**src/rtl/fsk_window_sequencer.sv**
```systemverilog
`default_nettype none
// ============================================================================
//  Module   : fsk_window_sequencer
//  Purpose  : Runs one frequency_analyzer in fixed measurement windows
//             (clear -> measure -> settle -> capture). Decides one FSK symbol
//             per window from the latched f0/f1 accumulations and offers it
//             downstream on a valid/ready handshake.
//  Revision : 1.0 - initial release
// ----------------------------------------------------------------------------
//  Ports
//    clock             in   system clock, rising edge
//    clear             in   synchronous reset, active-high
//    run               in   1 = keep measuring windows back to back
//    analyzer_clear_n  out  analyzer clear (active-low), low only in CLEAR
//    analyzer_enable   out  analyzer enable, high only in MEASURE
//    f0_value          in   analyzer f0 accumulation
//    f1_value          in   analyzer f1 accumulation
//    symbol_valid      out  result available
//    symbol_ready      in   downstream accepts result
//    symbol_bit        out  decided bit
//    symbol_error      out  no valid decision for this window
//    symbol_f0         out  latched f0_value
//    symbol_f1         out  latched f1_value
//    overrun           out  sticky: a result was replaced before acceptance
//    busy              out  sequencer is not idle
//    window_count      out  completed windows, wraps 0xFFFF -> 0
// ============================================================================
module fsk_window_sequencer #(
   parameter int unsigned WINDOW_TICKS = 50000,
   parameter int unsigned SETTLE_TICKS = 2,
   parameter int unsigned MIN_COUNT    = 1000
) (
   input  logic        clock,
   input  logic        clear,
   input  logic        run,
   output logic        analyzer_clear_n,
   output logic        analyzer_enable,
   input  logic [31:0] f0_value,
   input  logic [31:0] f1_value,
   output logic        symbol_valid,
   input  logic        symbol_ready,
   output logic        symbol_bit,
   output logic        symbol_error,
   output logic [31:0] symbol_f0,
   output logic [31:0] symbol_f1,
   output logic        overrun,
   output logic        busy,
   output logic [15:0] window_count
);

   // One shared tick counter serves both the MEASURE and SETTLE phases, so
   // it is sized for the longer of the two.
   localparam int unsigned c_max_ticks = (WINDOW_TICKS > SETTLE_TICKS) ? WINDOW_TICKS : SETTLE_TICKS;
   localparam int          c_cnt_w     = (c_max_ticks > 1) ? $clog2(c_max_ticks) : 1;

   localparam logic [c_cnt_w-1:0] c_win_last = c_cnt_w'(WINDOW_TICKS - 1);
   localparam logic [c_cnt_w-1:0] c_set_last = c_cnt_w'(SETTLE_TICKS - 1);
   localparam logic [c_cnt_w-1:0] c_tick_one = c_cnt_w'(1);
   localparam logic [31:0]        c_min      = 32'(MIN_COUNT);

   typedef enum logic [2:0] {
      S_IDLE    = 3'd0,
      S_CLEAR   = 3'd1,
      S_MEASURE = 3'd2,
      S_SETTLE  = 3'd3,
      S_CAPTURE = 3'd4
   } state_t;

   state_t             r_state;
   logic [c_cnt_w-1:0] r_tick;
   logic               r_valid;
   logic               r_bit;
   logic               r_error;
   logic [31:0]        r_f0;
   logic [31:0]        r_f1;
   logic               r_overrun;
   logic [15:0]        r_window_count;

   // Decision from the live analyzer values; only sampled at the CAPTURE edge.
   logic w_f1_wins;
   logic w_f0_wins;
   logic w_capture;
   logic w_accept;

   assign w_f1_wins = (f1_value > f0_value) && (f1_value >= c_min);
   assign w_f0_wins = (f0_value > f1_value) && (f0_value >= c_min);
   assign w_capture = (r_state == S_CAPTURE);
   assign w_accept  = r_valid && symbol_ready;

   always_ff @(posedge clock) begin
      if (clear) begin
         r_state        <= S_IDLE;
         r_tick         <= '0;
         r_valid        <= 1'b0;
         r_bit          <= 1'b0;
         r_error        <= 1'b0;
         r_f0           <= '0;
         r_f1           <= '0;
         r_overrun      <= 1'b0;
         r_window_count <= '0;
      end else begin
         case (r_state)
            S_IDLE: begin
               if (run) begin
                  r_state <= S_CLEAR;
               end
            end
            S_CLEAR: begin
               r_tick  <= '0;
               r_state <= S_MEASURE;
            end
            // run is deliberately ignored here: a started window always finishes.
            S_MEASURE: begin
               if (r_tick == c_win_last) begin
                  r_tick  <= '0;
                  r_state <= S_SETTLE;
               end else begin
                  r_tick <= r_tick + c_tick_one;
               end
            end
            // Gives the analyzer's registered check pipeline time to flush
            // its last enabled cycle into the accumulators.
            S_SETTLE: begin
               if (r_tick == c_set_last) begin
                  r_tick  <= '0;
                  r_state <= S_CAPTURE;
               end else begin
                  r_tick <= r_tick + c_tick_one;
               end
            end
            S_CAPTURE: begin
               r_window_count <= r_window_count + 16'd1;
               r_state        <= run ? S_CLEAR : S_IDLE;
            end
            default: begin
               r_state <= S_IDLE;
               r_tick  <= '0;
            end
         endcase

         // Result register. A capture always wins over a pending handshake;
         // it is only an overrun if the old result was not being accepted on
         // this same edge.
         if (w_capture) begin
            r_f0    <= f0_value;
            r_f1    <= f1_value;
            r_bit   <= w_f1_wins;
            r_error <= !(w_f1_wins || w_f0_wins);
            r_valid <= 1'b1;
            if (r_valid && !symbol_ready) begin
               r_overrun <= 1'b1;
            end
         end else if (w_accept) begin
            r_valid <= 1'b0;
         end
      end
   end

   assign analyzer_clear_n = (r_state != S_CLEAR);
   assign analyzer_enable  = (r_state == S_MEASURE);
   assign busy             = (r_state != S_IDLE);
   assign symbol_valid     = r_valid;
   assign symbol_bit       = r_bit;
   assign symbol_error     = r_error;
   assign symbol_f0        = r_f0;
   assign symbol_f1        = r_f1;
   assign overrun          = r_overrun;
   assign window_count     = r_window_count;

endmodule
`default_nettype wire

```
**config.mk**
```make
export PLATFORM = sky130hd
export DESIGN_NAME = fsk_window_sequencer
export DESIGN_NICKNAME = d
export VERILOG_FILES = /design/src/rtl/fsk_window_sequencer.sv
export SDC_FILE = /design/constraint.sdc
export NUM_CORES = 1
export LEC_CHECK = 0
export ABC_AREA = 1
export BUFFER_PORTS_ARGS = -buffer_cell sky130_fd_sc_hd__buf_2
export CAP_MARGIN = 20
export CELL_PAD_IN_SITES_DETAIL_PLACEMENT = 0
export CELL_PAD_IN_SITES_GLOBAL_PLACEMENT = 1
export CORE_UTILIZATION = 34
export CTS_BUF_LIST = sky130_fd_sc_hd__clkbuf_8
export DETAILED_ROUTE_END_ITERATION = 7
export PLACE_DENSITY_LB_ADDON = 0.1
export SLEW_MARGIN = 20
export SYNTH_ARGS = -nofsm -noshare
export SYNTH_HDL_FRONTEND = slang
export SYNTH_SLANG_ARGS = --single-unit
```
**constraint.sdc**
```tcl
create_clock -name clock -period 1.58 [get_ports clock]
set_input_delay 0.158 -clock clock [delete_from_list [all_inputs] [get_ports clock]]
set_output_delay 0.158 -clock clock [all_outputs]
set_load 0.1 [all_outputs]
```
==> flow_metrics.tcl, run 1 <==
set metrics [dict create \
    status "finished, violations left" \
    violations "setup timing" \
    yosysTopAreaCell "dfxtp_1" \
    async_flop_share 0 \
    n_antenna_cell 0 \
    min_to "symbol_f1[2]" \
    leakage_nw 3.37 \
    ys_ff_latch 103 \
    synth-edff-count 0 \
    ctsRootBufferMaster "clkbuf_8" \
    arrival_ns 1.90 \
    r2r_setup_slack_ns -0.002 \
    place_area_um2 6410 \
    wl_per_cell_um 13.4 \
    pin_count 155 \
    powerDensity_nw_per_um2 1020 \
    fin_setup_tns_ns -0.00269 \
    final_layout_size_suffix_gt1_frac 0.337 \
    setup_viol 2 \
    die_area_um2 15400 \
    min_path_type "primary input to flop" \
    cp.required_ns 1.90 \
    cts.htree.levels 3 \
    grt_pass1_vias 4778 \
    slew_headroom 0.657 \
    holdCritStartpoint "f1_value[2]" \
    cp_common_cell "nor2_4" \
    clk-insertion-delay-late_ns 0.39 \
    clock_skew_ns 0.0106 \
    fp.dieH_um 124 \
    worstPathMaxFanout 3 \
    core-area_um2 14500 \
    routabilityCongestion 0.798 \
    clkTransAtPathRegs_ns 0.10 \
    synthTopCellsByArea "dfxtp_1, a21oi_1, ha_1, o21ai_0, inv_1" \
    place_inst 1051 \
    synth_common_cells "dfxtp_1, inv_1, a21oi_1, o21ai_0" \
    overflow 0 \
    fin_cells 1078 \
    cts_buffers 9 \
    drtAntennaViolNets 0 \
    finalHoldViolations 0 \
    groute.usage.overall 0.188 \
    synth_nets 804 \
    synth.top_cell.area_share 0.406 \
    critical_path.top_delay_family "simple AND/OR/NAND/NOR gates" \
    placement_rows 44 \
    critPathCaptureType "flop" \
    drv_cap 0 \
    reg2reg_to "r_tick[10]" \
    synth_most_common_cell "dfxtp_1" \
    fin_crit_ns 1.58 \
    drtPass1Iterations 4 \
    r2r_start "r_tick[1]" \
    tightest_slew_ns 0.518 \
    numClockSinks 103 \
    totalWireLength_um 14500 \
    dr.first_iter.drc_count 199 \
    final_max_slew_viol_count 0 \
    grt_pass1_wl_um 22500 \
    cpPeakStageDelay_ns 0.39 \
    cp-start-kind "flop" \
    synth_cell_types 33 \
    whs_ns 0.0344 \
    cts_tree "built" \
    yosys_most_used_dff "dfxtp_1" \
    syn_area_um2 5070 \
    cts_buffer_depth 2 \
    fillCellCount 1505 \
    dpl.hpwl_um 10900 \
    crit_buf_inv 1 \
    vias 5200 \
    grt_setup_unrepaired "yes" \
    synth_warnings 0 \
    path_cells "ha_4 -> nand2_4 -> nor2_4 -> nand4_1 -> buf_4 -> nor2_4 -> nand2_2 -> o21ai_1 -> nand2_1 -> a21oi_1" \
    fin_ws_ns -0.00239 \
    synth_area_per_cell_um2 7.24 \
    viasPerCell 4.82 \
    ir_drop_v 0.000600 \
    ff2ff_path_depth 10 \
    grt_max_degree 45 \
    hold_depth 3 \
    stdcell_area_um2 6960 \
    area_growth_pct 37.1 \
    nNetsFinal 992 \
    cpMaxStageDelayCell "dfxtp_4" \
    initial_core_util 0.349 \
    die_w_um 124 \
    portBuffers 154 \
    drc 0 \
    crit_type "flop to flop" \
    ys_seq_area_frac 0.406 \
    fmax_mhz 632 \
    grt_antenna_before_repair 0 \
    syn_inst 701 \
    timing.final.crit_share 1.00 \
]
## what timing repair did
item,CTS,global route
endpoints found under the hold margin,1,0
buffers inserted,1,9
gates cloned,0,0
gates resized for setup,20,60
pin swaps,11,32
hold buffers,1,0
setup endpoints to repair,18,28
## worst max path at each step
stage                                 from          endpoint  slack, ns  cells past startpoint
final                            r_tick[1]        r_tick[10]     -0.002                     10
after global routing             r_tick[1]        r_tick[13]      -0.16                     10
after CTS                        r_tick[0]        r_tick[14]      -0.11                      9
after detailed placement         r_tick[0]        r_tick[14]      -0.13                      9
after global placement          r_tick[10]        r_tick[13]      -0.04                      9
after floorplan           window_count[11]  window_count[14]      -0.21                      6
## per-layer routing
metal	track usage	part of all wire	up-vias
li1	-	-	2704
met4	0.0751	0.019	0
met3	0.0435	0.055	16
met5	0	0	-
met2	0.314	0.48	113
met1	0.233	0.44	2367
## cell families after synthesis
logic type | share of synthesized area
compound gates | 0.198
xor+xnor | 0.00518
fa+ha+maj | 0.0863
buf+inv | 0.0957
flops | 0.406
simple gates | 0.209
## stage by stage
step / total power, mW / util / worst slack, ns
6_report: 7.13 / 0.479 / -0.00239
5_1_grt: 7.51 / 0.479 / -0.163
4_1_cts: 7.07 / 0.460 / -0.105
3_5_place_dp: 5.30 / 0.441 / -0.130
3_3_place_gp: 5.27 / 0.441 / -0.0439
2_1_floorplan: 4.63 / - / -0.207
## final cells by class
| cell class | count | area [um2] | share of cell area |
|---|---|---|---|
| Clock buffer | 10 | 138 | 0.0198 |
| Inverter | 99 | 378 | 0.0543 |
| Tap cell | 184 | 230 | 0.0331 |
| Sequential cell | 103 | 2110 | 0.303 |
| Multi-Input combinational cell | 471 | 2780 | 0.400 |
| Timing Repair Buffer | 205 | 1260 | 0.182 |
| Clock inverter | 6 | 55.1 | 0.00791 |
## power by group
| part | total [mW] | internal (mW) | switching, mW |
|---|---|---|---|
| combinational | 2.61 | 0.762 | 1.85 |
| sequential | 2.82 | 2.73 | 0.0991 |
| clock | 1.69 | 0.762 | 0.933 |
## flip-flops by register name, summed over array words and instances, names as in the netlist
signal        flops
r_state           3
overrun           1
symbol_bit        1
r_tick           16
symbol_error      1
window_count     16
symbol_f0        32
symbol_f1        32
symbol_valid      1
## worst register-to-register path: stages, from the launching register on
cell and delay, ns:
dfxtp_4 0.39, ha_4 0.15, nand2_4 0.05, nor2_4 0.10, nand4_1 0.17, buf_4 0.21
nor2_4 0.08, nand2_2 0.06, o21ai_1 0.14, nand2_1 0.06, a21oi_1 0.11
## cell usage in the layout (no fill, tap or decap), drive strengths merged, types with 2 or more instances in the layout
master    n
xor2      3
o21a      2
o21ai    94
nor2     86
ha       35
nor3     11
a211oi    2
a21oi    93
nand4    20
nand3    30
buf     203
nand2    84
dfxtp   103
nor4      4
clkbuf   11
inv     102
Note: power is estimated with default switching activity, not from simulation.
==> run 2: changes to the inputs <==
Settings changed: HOLD_SLACK_MARGIN set to 0.15.
==> flow_metrics.tcl, run 2 (synthesis gave the netlist of run 1 again) <==
set metrics [dict create \
    critical_path.top_delay_family "simple AND/OR/NAND/NOR gates" \
    cts_tree "built" \
    place_inst 1051 \
    drtPass1Iterations 4 \
    finalHoldViolations 0 \
    numClockSinks 103 \
    cpPeakStageDelay_ns 0.39 \
    topRoutingLayerUsed "met4" \
    cts.htree.levels 3 \
    min_path_type "primary input to flop" \
    viasPerCell 4.80 \
    layout_common_cells "buf_2, inv_1, a21oi_1" \
    route.met2.wl_um 7540 \
    grt_pass1_wl_um 23800 \
    status "finished, final reports clean" \
    routabilityCongestion 0.798 \
    grt_setup_unrepaired "yes" \
    fp.dieH_um 124 \
    timing.final.crit_share 0.999 \
    drv_cap 0 \
    cp_common_cell "nor2_4" \
    grt_max_degree 45 \
    cts_buffers 9 \
    crit_type "flop to flop" \
    fmax_mhz 633 \
    groute.usage.overall 0.198 \
    final_layout_size_suffix_gt1_frac 0.323 \
    powerDensity_nw_per_um2 954 \
    initial_core_util 0.349 \
    overflow 0 \
    pin_count 155 \
    cts_buffer_depth 2 \
    die_area_um2 15400 \
    portBuffers 154 \
    cp.required_ns 1.90 \
    final_max_slew_viol_count 0 \
    ctsRootBufferMaster "clkbuf_8" \
    register_area_um2 2110 \
    hold_depth 4 \
    reg2reg_to "r_tick[10]" \
    slew_headroom 0.658 \
    layout_commonest_cell "buf_2" \
    holdCritStartpoint "f0_value[31]" \
    drtAntennaViolNets 0 \
    setup_viol 0 \
    leakage_nw 3.66 \
    r2r_start "r_tick[1]" \
    dpl.hpwl_um 10900 \
    fin_ws_ns 0.000814 \
    n_antenna_cell 0 \
    clk-insertion-delay-late_ns 0.39 \
    whs_ns 0.175 \
    grt_antenna_before_repair 0 \
    path_cells "ha_4 -> nand2_4 -> nor2_4 -> nand4_1 -> buf_4 -> nor2_4 -> nand2_2 -> o21ai_1 -> nand2_1 -> a21oi_1" \
    clkTransAtPathRegs_ns 0.10 \
    crit_buf_inv 1 \
    grt_pass1_vias 5112 \
    wl_met1_um 6540 \
    fin_crit_ns 1.58 \
    nNetsFinal 1051 \
    vias 5458 \
    cp-start-kind "flop" \
    arrival_ns 1.90 \
    min_to "symbol_f0[31]" \
    ff2ff_path_depth 10 \
    wl_met3_um 898 \
    core-area_um2 14500 \
    wl_per_cell_um 13.5 \
    cpMaxStageDelayCell "dfxtp_4" \
    worstPathMaxFanout 3 \
    die_w_um 124 \
    totalWireLength_um 15300 \
    dr.first_iter.drc_count 199 \
    clock_skew_ns 0.0101 \
    multi_input_area_um2 2820 \
    r2r_setup_slack_ns 0.0008 \
    fin_cells 1137 \
    fin_setup_tns_ns 0 \
    critPathCaptureType "flop" \
    placement_rows 44 \
    drc 0 \
    place_ws_ns -0.130 \
    fillCellCount 1442 \
    ir_drop_v 0.000603 \
    area_growth_pct 50.1 \
    tightest_slew_ns 0.516 \
]
-- run 2: cell types whose count changed in the layout (fill, tap and decap cells not counted), moves of 4 or more --
cell / delta
buf_2: -4
dlygate4sd3_1: +59
dlymetal6s4s_1: +4
nand2_1: -4
nand2_2: +4
-- run 2: timing repair --
action / 4_1_cts / 5_1_grt
pin swaps: 11 / 42
setup endpoints to repair: 18 / 30
gates resized for setup: 20 / 76
cloned: 0 / 0
endpoints found under the hold margin: 64 / 1
hold buffers: 63 / 1
buffers inserted: 1 / 9
-- run 2: per-stage QoR --
step / power [mW] / instance area (um2) / util
2_1_floorplan: 4.63 / 5160 / -
3_3_place_gp: 5.27 / 6410 / 0.441
3_5_place_dp: 5.30 / 6410 / 0.441
4_1_cts: 7.19 / 7310 / 0.503
5_1_grt: 7.65 / 7620 / 0.524
6_report: 7.27 / 7620 / 0.524
-- run 2: how the worst max path moves through the flow --
| stage | from | end | cells after the start |
|---|---|---|---|
| final | r_tick[1] | r_tick[10] | 10 |
| after global routing | r_tick[1] | r_tick[13] | 10 |
| after CTS | r_tick[0] | r_tick[14] | 9 |
| after detailed placement | r_tick[0] | r_tick[14] | 9 |
| after global placement | r_tick[10] | r_tick[13] | 9 |
| after floorplan | window_count[11] | window_count[14] | 6 |
-- run 2: layer usage --
metal / global-route usage / vias up
met5: 0 / -
met4: 0.0818 / 0
met3: 0.0435 / 20
met2: 0.338 / 123
met1: 0.239 / 2496
li1: - / 2819
-- run 2: worst reg2reg max path, stage by stage (launching register included) --
cell and delay, ns:
dfxtp_4 0.39, ha_4 0.15, nand2_4 0.05, nor2_4 0.10
nand4_1 0.17, buf_4 0.21, nor2_4 0.08, nand2_2 0.06
o21ai_1 0.14, nand2_1 0.06, a21oi_1 0.11
-- run 2: power breakdown --
part	switching, mW	internal (mW)
Combinational	1.88	0.867
Sequential	0.0992	2.73
Clock	0.939	0.762
-- run 2: area by class of cell --
cell class	instances	share of cell area
Sequential cell	103	0.277
Timing Repair Buffer	264	0.247
Clock inverter	6	0.00722
Multi-Input combinational cell	471	0.371
Clock buffer	10	0.0181
Inverter	99	0.0496
Tap cell	184	0.0302
==> run 3: changes to the inputs <==
Settings changed: BUFFER_PORTS_ARGS -buffer_cell sky130_fd_sc_hd__buf_2 to -buffer_cell sky130_fd_sc_hd__buf_4.
==> flow_metrics.tcl, run 3 (synthesis gave the netlist of run 1 again) <==
set metrics [dict create \
    cp_common_cell "nand2_4" \
    drv_cap 0 \
    ctsRootBufferMaster "clkbuf_8" \
    violations "setup timing" \
    powerDensity_nw_per_um2 938 \
    nNetsFinal 1050 \
    drtAntennaViolNets 0 \
    grt-busiest-layer "met2" \
    cts_tree "built" \
    layout_common_cells "buf_4, inv_1, a21oi_1" \
    cp.required_ns 1.85 \
    dpl.hpwl_um 11100 \
    cpMaxStageDelayCell "dfxtp_4" \
    timing.final.crit_share 1.03 \
    drc 0 \
    finalHoldViolations 0 \
    overflow 0 \
    grt_antenna_before_repair 0 \
    cts.htree.levels 3 \
    place_inst 1045 \
    ir_drop_v 0.000653 \
    arrival_ns 1.90 \
    vias 5485 \
    stdcell_area_um2 8010 \
    critPathCaptureType "flop" \
    slew_headroom 0.729 \
    grt_pass1_wl_um 24700 \
    fin_crit_ns 1.62 \
    fin_cells 1136 \
    path_cells "ha_4 -> nand2_4 -> nor2_4 -> buf_4 -> nand3_2 -> o21ai_4 -> nand2_4 -> buf_6 -> a21oi_2 -> a211oi_1" \
    register_area_um2 2100 \
    drtPass1Iterations 4 \
    clock_skew_ns 0.00640 \
    fillCellCount 1388 \
    setup_viol 8 \
    min_path_type "primary input to flop" \
    initial_core_util 0.349 \
    status "finished, violations left" \
    met1_usage 0.245 \
    fp.dieH_um 124 \
    die_area_um2 15400 \
    cts_buffer_depth 2 \
    die_w_um 124 \
    use_met2 0.357 \
    grt_setup_unrepaired "yes" \
    placement_rows 44 \
    numClockSinks 103 \
    n_antenna_cell 0 \
    groute.usage.overall 0.206 \
    grt_pass1_vias 5206 \
    clkTransAtPathRegs_ns 0.10 \
    cp-start-kind "flop" \
    grt_max_degree 86 \
    tightest_slew_ns 0.406 \
    portBuffers 154 \
    place_area_um2 6710 \
    fin_util 0.551 \
    fin_ws_ns -0.0407 \
    wl_per_cell_um 13.8 \
    use_met3 0.0476 \
    clk-insertion-delay-late_ns 0.39 \
    fmax_mhz 617 \
    multi_input_area_um2 2860 \
    cpPeakStageDelay_ns 0.38 \
    core-area_um2 14500 \
    worstPathMaxFanout 8 \
    leakage_nw 3.70 \
    totalWireLength_um 15700 \
    pin_count 155 \
    area_growth_pct 57.7 \
    final_max_slew_viol_count 0 \
    layout_commonest_cell "buf_4" \
    cts_buffers 9 \
    power_mw 7.51 \
    whs_ns 0.174 \
    viasPerCell 4.83 \
    place_ws_ns -0.137 \
    routabilityCongestion 0.800 \
    fin_setup_tns_ns -0.198 \
    dr.first_iter.drc_count 103 \
    final_layout_size_suffix_gt1_frac 0.321 \
    crit_type "flop to flop" \
]
run 3: cell types whose count changed in the layout (fill, tap and decap cells not counted), sizes merged:
cell	previous run	this run
clkinv	1	2
buf	199	198
dlygate4sd3	60	61
inv	102	100
run 3: worst paths after layout:
| path | startpoint | to | slack (ns) | cells after the start |
|---|---|---|---|---|
| max | r_tick[1] | r_tick[6] | -0.04 | 10 |
| min | f0_value[0] | symbol_f0[0] | 0.17 | 3 |
| max reg2reg | r_tick[1] | r_tick[6] | -0.04 | 10 |
| min reg2reg | window_count[15] | window_count[15] | 0.48 | 2 |
run 3: area by class of cell:
class                      count  area share
clock inverter                 5     0.00625
inverter                      99      0.0475
tap                          184      0.0288
clock buffer                  11      0.0189
sequential                   103       0.263
timing repair buffer         263       0.279
multi-input combinational    471       0.357
run 3: where the power goes:
part / internal [mW] / switching [mW]
Sequential: 2.72 / 0.0903
Clock: 0.807 / 0.939
Combinational: 1.03 / 1.92
run 3: critical path: cells and delay by family (launching register included):
family	cells	cell delay [ns]
AOI/OAI and AO/OA	3	0.35
adders and majority gates	1	0.15
DFF	1	0.38
and+or+nand+nor	4	0.36
buffers and inverters	2	0.26
run 3: per-layer routing:
layer	part of all wire	routed length [um]	vias up
li1	-	-	2818
met1	0.43	6800	2537
met2	0.50	7820	111
met3	0.051	792	19
met4	0.016	255	0
met5	0	0	-
run 3: timing repair:
item / in CTS / in global routing
gates resized for setup: 38 / 63
endpoints found under the setup margin: 24 / 27
pin swaps: 16 / 42
endpoints found under the hold margin: 66 / 0
hold buffers: 65 / 0
setup buffers: 5 / 9
